File: src/rtl/alu_ctrl_pkg.sv
// Shared encodings for the ALU control path: ALUOp classes, ALUCtr operation
// selects and the R-type funct codes the decoder recognises.
package alu_ctrl_pkg;

    localparam logic [2:0] ALUOP_ADD   = 3'b000;
    localparam logic [2:0] ALUOP_SUB   = 3'b001;
    localparam logic [2:0] ALUOP_AND   = 3'b010;
    localparam logic [2:0] ALUOP_OR    = 3'b011;
    localparam logic [2:0] ALUOP_SLT   = 3'b100;
    localparam logic [2:0] ALUOP_SLTU  = 3'b101;
    localparam logic [2:0] ALUOP_XOR   = 3'b110;
    localparam logic [2:0] ALUOP_RTYPE = 3'b111;

    localparam logic [2:0] ALU_AND  = 3'b000;
    localparam logic [2:0] ALU_OR   = 3'b001;
    localparam logic [2:0] ALU_ADD  = 3'b010;
    localparam logic [2:0] ALU_SLL  = 3'b011;
    localparam logic [2:0] ALU_XOR  = 3'b100;
    localparam logic [2:0] ALU_SLTU = 3'b101;
    localparam logic [2:0] ALU_SUB  = 3'b110;
    localparam logic [2:0] ALU_SLT  = 3'b111;

    localparam logic [5:0] FN_SLL  = 6'h00;
    localparam logic [5:0] FN_ADD  = 6'h20;
    localparam logic [5:0] FN_ADDU = 6'h21;
    localparam logic [5:0] FN_SUB  = 6'h22;
    localparam logic [5:0] FN_SUBU = 6'h23;
    localparam logic [5:0] FN_AND  = 6'h24;
    localparam logic [5:0] FN_OR   = 6'h25;
    localparam logic [5:0] FN_XOR  = 6'h26;
    localparam logic [5:0] FN_SLT  = 6'h2A;
    localparam logic [5:0] FN_SLTU = 6'h2B;

    typedef struct packed {
        logic [2:0] op;
        logic       illegal;
    } alu_dec_t;

endpackage

File: src/rtl/alu_funct_decode.sv
// Combinational R-type funct decoder: maps the funct field to an ALU select
// and flags codes the datapath does not implement.
module alu_funct_decode
    import alu_ctrl_pkg::*;
(
    input  logic [5:0] func,
    output logic [2:0] op,
    output logic       illegal
);

    always_comb begin
        op      = ALU_ADD;
        illegal = 1'b0;
        case (func)
            FN_SLL:           op = ALU_SLL;
            FN_ADD, FN_ADDU:  op = ALU_ADD;
            FN_SUB, FN_SUBU:  op = ALU_SUB;
            FN_AND:           op = ALU_AND;
            FN_OR:            op = ALU_OR;
            FN_XOR:           op = ALU_XOR;
            FN_SLT:           op = ALU_SLT;
            FN_SLTU:          op = ALU_SLTU;
            // Unsupported codes still drive a harmless ADD so the EX stage stays defined.
            default: begin
                op      = ALU_ADD;
                illegal = 1'b1;
            end
        endcase
    end

endmodule

File: src/rtl/alu_ctrl_unit.sv
// ALU control decoder: selects the ALU operation from ALUOp (and funct for
// R-type) and registers it at the ID/EX boundary with stall support.
module alu_ctrl_unit
    import alu_ctrl_pkg::*;
(
    input  logic       clk,
    input  logic       reset,
    input  logic       en,
    input  logic [2:0] ALUOp,
    input  logic [5:0] func,
    output logic [2:0] ALUCtr,
    output logic       illegal
);

    logic [2:0] fn_op;
    logic       fn_illegal;
    alu_dec_t   dec_p0;
    alu_dec_t   dec_p1;

    alu_funct_decode u_funct_decode (
        .func    (func),
        .op      (fn_op),
        .illegal (fn_illegal)
    );

    always_comb begin
        dec_p0.op      = ALU_ADD;
        dec_p0.illegal = 1'b0;
        case (ALUOp)
            ALUOP_ADD:   dec_p0.op = ALU_ADD;
            ALUOP_SUB:   dec_p0.op = ALU_SUB;
            ALUOP_AND:   dec_p0.op = ALU_AND;
            ALUOP_OR:    dec_p0.op = ALU_OR;
            ALUOP_SLT:   dec_p0.op = ALU_SLT;
            ALUOP_SLTU:  dec_p0.op = ALU_SLTU;
            ALUOP_XOR:   dec_p0.op = ALU_XOR;
            ALUOP_RTYPE: begin
                dec_p0.op      = fn_op;
                dec_p0.illegal = fn_illegal;
            end
            default: begin
                dec_p0.op      = ALU_ADD;
                dec_p0.illegal = 1'b0;
            end
        endcase
    end

    // p0 -> p1: ID/EX register; en=0 holds the previous decode during a stall
    always_ff @(posedge clk or posedge reset) begin
        if (reset) begin
            dec_p1.op      <= ALU_ADD;
            dec_p1.illegal <= 1'b0;
        end else if (en) begin
            dec_p1 <= dec_p0;
        end
    end

    assign ALUCtr  = dec_p1.op;
    assign illegal = dec_p1.illegal;

endmodule

File: config.mk
export PLATFORM = sky130hd
export DESIGN_NAME = alu_ctrl_unit
export DESIGN_NICKNAME = d
export VERILOG_FILES = /design/src/rtl/alu_ctrl_pkg.sv /design/src/rtl/alu_funct_decode.sv /design/src/rtl/alu_ctrl_unit.sv
export SDC_FILE = /design/constraint.sdc
export NUM_CORES = 1
export LEC_CHECK = 0
export BUFFER_PORTS_ARGS = -buffer_cell sky130_fd_sc_hd__buf_4
export CORE_AREA = 2 2 39 41
export DETAILED_ROUTE_END_ITERATION = 12
export DIE_AREA = 0 0 41 43
export GPL_ROUTABILITY_DRIVEN = 0
export MAX_ROUTING_LAYER = met4
export PLACE_DENSITY = 0.54
export SETUP_SLACK_MARGIN = 0.3
export SYNTH_ARGS = -nofsm -noshare
export SYNTH_HDL_FRONTEND = slang
export SYNTH_HIERARCHICAL = 1
export SYNTH_SLANG_ARGS = --single-unit
File: constraint.sdc
create_clock -name clk -period 1.52 [get_ports clk]
set_input_delay 0.076 -clock clk [delete_from_list [all_inputs] [get_ports clk]]
set_output_delay 0.076 -clock clk [all_outputs]
set_load 0.03 [all_outputs]
==> flow_summary.ini <==
[status]
status = complete, no violations

[clock_tree]
clkLatencyLatePin_ps = 240
cts_max_path_buffers = 2
cts_setup_buffers = 0
post_cts_resized = 0
cts_buffers = 3
root_buffer = clkbuf_4
clock_sinks = 4
clk_pin_slew_ps = 40
cts_tree = done
cts_htree_levels = 1

[worst_setup_path]
critPathCaptureType = output pin
cpPeakStageDelay_ps = 520
worstPathCellList = buf_4
critPathRequiredTime_ps = 1440
crit_arrival_ps = 910
worstSetupStartpointType = register
cpMaxStageDelayCell = dfstp_2
crit_family = flip-flops
crit_fanout = 2
crit_type = reg -> out
path_buf_inv = 1

[die]
initial_utilization = 0.223
row_count = 14
die_x_um = 41
dieHeight_um = 43
die_area_um2 = 1760
core_area_um2 = 1380
io_pins = 16

[global_route]
grtUsageMet3 = 0.0628
grt_pass1_wl_um = 1260
antenna_found_initial = 0
gr-usage-met1 = 0.139
top_usage_layer = met2
grt_pass1_vias = 310
grt_util_met2 = 0.147
grt_max_degree = 9
grt_use_total = 0.108
gr-total-overflow = 0

[drt]
drt_first_pass_iters = 4
drc = 0
first_iter_violations = 6
wire_per_inst_um = 9.42
viasPerCell = 4.54
vias = 359
wl_um = 744
final_antenna_net_count = 0

[worst_hold_path]
worst_hold_path_type = in -> reg

[placement]
dpl_cell_area_um2 = 437
post-place-ws_ps = 366
hpwl_um = 604
portBuffers = 15

[sta]
setup-violations-final = 0
fmax_mhz = 1020
rsz0062_at_grt = no
tns_ps = 0
post-route-period-util = 0.648
setup_slack_ps = 535
relSlewSlack = 0.883
clock_skew_ps = 0
timing.final.crit_period_ps = 985
slew_violations = 0
tightest_slew_ps = 174
final-hold-violation-count = 0

[pwr]
vdd_drop_max_uv = 420
power_density_nw_per_um2 = 811
leakage_uw = 0.000223

[synthesis]
synth_top_area_cell = dfrtp_1
syn-instance-count = 44
synth.top_cell.area_share = 0.243
synth.distinct_cells = 21
syn_avg_cell_area_um2 = 7.02
syn_area_um2 = 309
syn_nets = 56
ys_seq_area_frac = 0.328
synth-seq-cells = 4
synth_warnings = 6
synth_area_leaders = dfrtp_1, nor2_1, dfstp_2, a21oi_1, o21ai_0

[finish]
nets = 76
layout_common_cells = buf_4, nor2_1, a21oi_1, o21ai_0, inv_1
layout_commonest_cell = buf_4
areaGrowthSynthToFinish_pct = 53.0
design_area_um2 = 473
num_antenna_cells = 0
layout-drive-gt1-share = 0.333

[run]
drv_cap = 0
[state kept, by name, indices dropped and copies added (netlist names)]
signal,flops
ALUCtr,3
illegal,1
[Yosys cell counts (all sizes together)]
cell type  n
nor2       8
a21oi      5
inv        5
o21ai      5
dfrtp      3
a31oi      2
and3       2
nand2b     2
nor3       2
a211oi     1
a21o       1
and4       1
clkbuf     1
dfstp      1
nand2      1
nand3      1
nand4      1
nor2b      1
o32a       1
[layer usage]
| layer | vias up | wire length, um |
|---|---|---|
| li1 | 192 | - |
| met1 | 160 | 349 |
| met3 | 0 | 40 |
| met2 | 7 | 354 |
| met5 | - | 0 |
| met4 | 0 | 0 |
[stage by stage]
step	instances	hold WS, ps	power (uW)	utilization
after floorplan	44	-159	181	-
after global routing	79	31.2	414	0.342
after CTS	79	28.7	391	0.342
final	79	34.0	384	0.342
after detailed placement	74	-18.1	236	0.316
after global placement	74	-25.0	237	0.316
[worst paths after layout]
path	endpoint	cells after the start	startpoint	slack (ps)
min in group asynchronous	ALUCtr[0]$_DFFE_PP0P_	3	reset	280
min reg2reg	ALUCtr[1]$_DFFE_PP1P_	2	ALUCtr[1]$_DFFE_PP1P_	490
max reg2reg	ALUCtr[1]$_DFFE_PP1P_	2	ALUCtr[1]$_DFFE_PP1P_	790
max in group asynchronous	ALUCtr[1]$_DFFE_PP1P_	3	reset	1010
min	ALUCtr[1]$_DFFE_PP1P_	2	en	30
max	ALUCtr[1]	1	ALUCtr[1]$_DFFE_PP1P_	540
[power by group]
group          internal [uW]  total (uW)  switching (uW)
Clock                   98.9         148            48.9
Combinational           51.0         112            60.9
Sequential               119         124            4.93
Total                    269         384             115
[cells by family after synthesis]
logic type,after synthesis,synth area share
simple gates,19,0.312
compound gates,15,0.283
buf+inv,6,0.0769
flops,4,0.328
[cell type report]
type                            count  area, um2
Fill cell                         158        911
Multi-Input combinational cell     34        184
Tap cell                           16       20.0
Sequential cell                     4        101
Inverter                            5       18.8
Clock buffer                        4       26.3
Timing Repair Buffer               16        123
[repair_timing]
| action | CTS | global route |
|---|---|---|
| setup endpoints to repair | 0 | 0 |
| hold buffers | 1 | 0 |
| hold endpoints to repair | 4 | 0 |
Power figures use the tool's default switching activity.
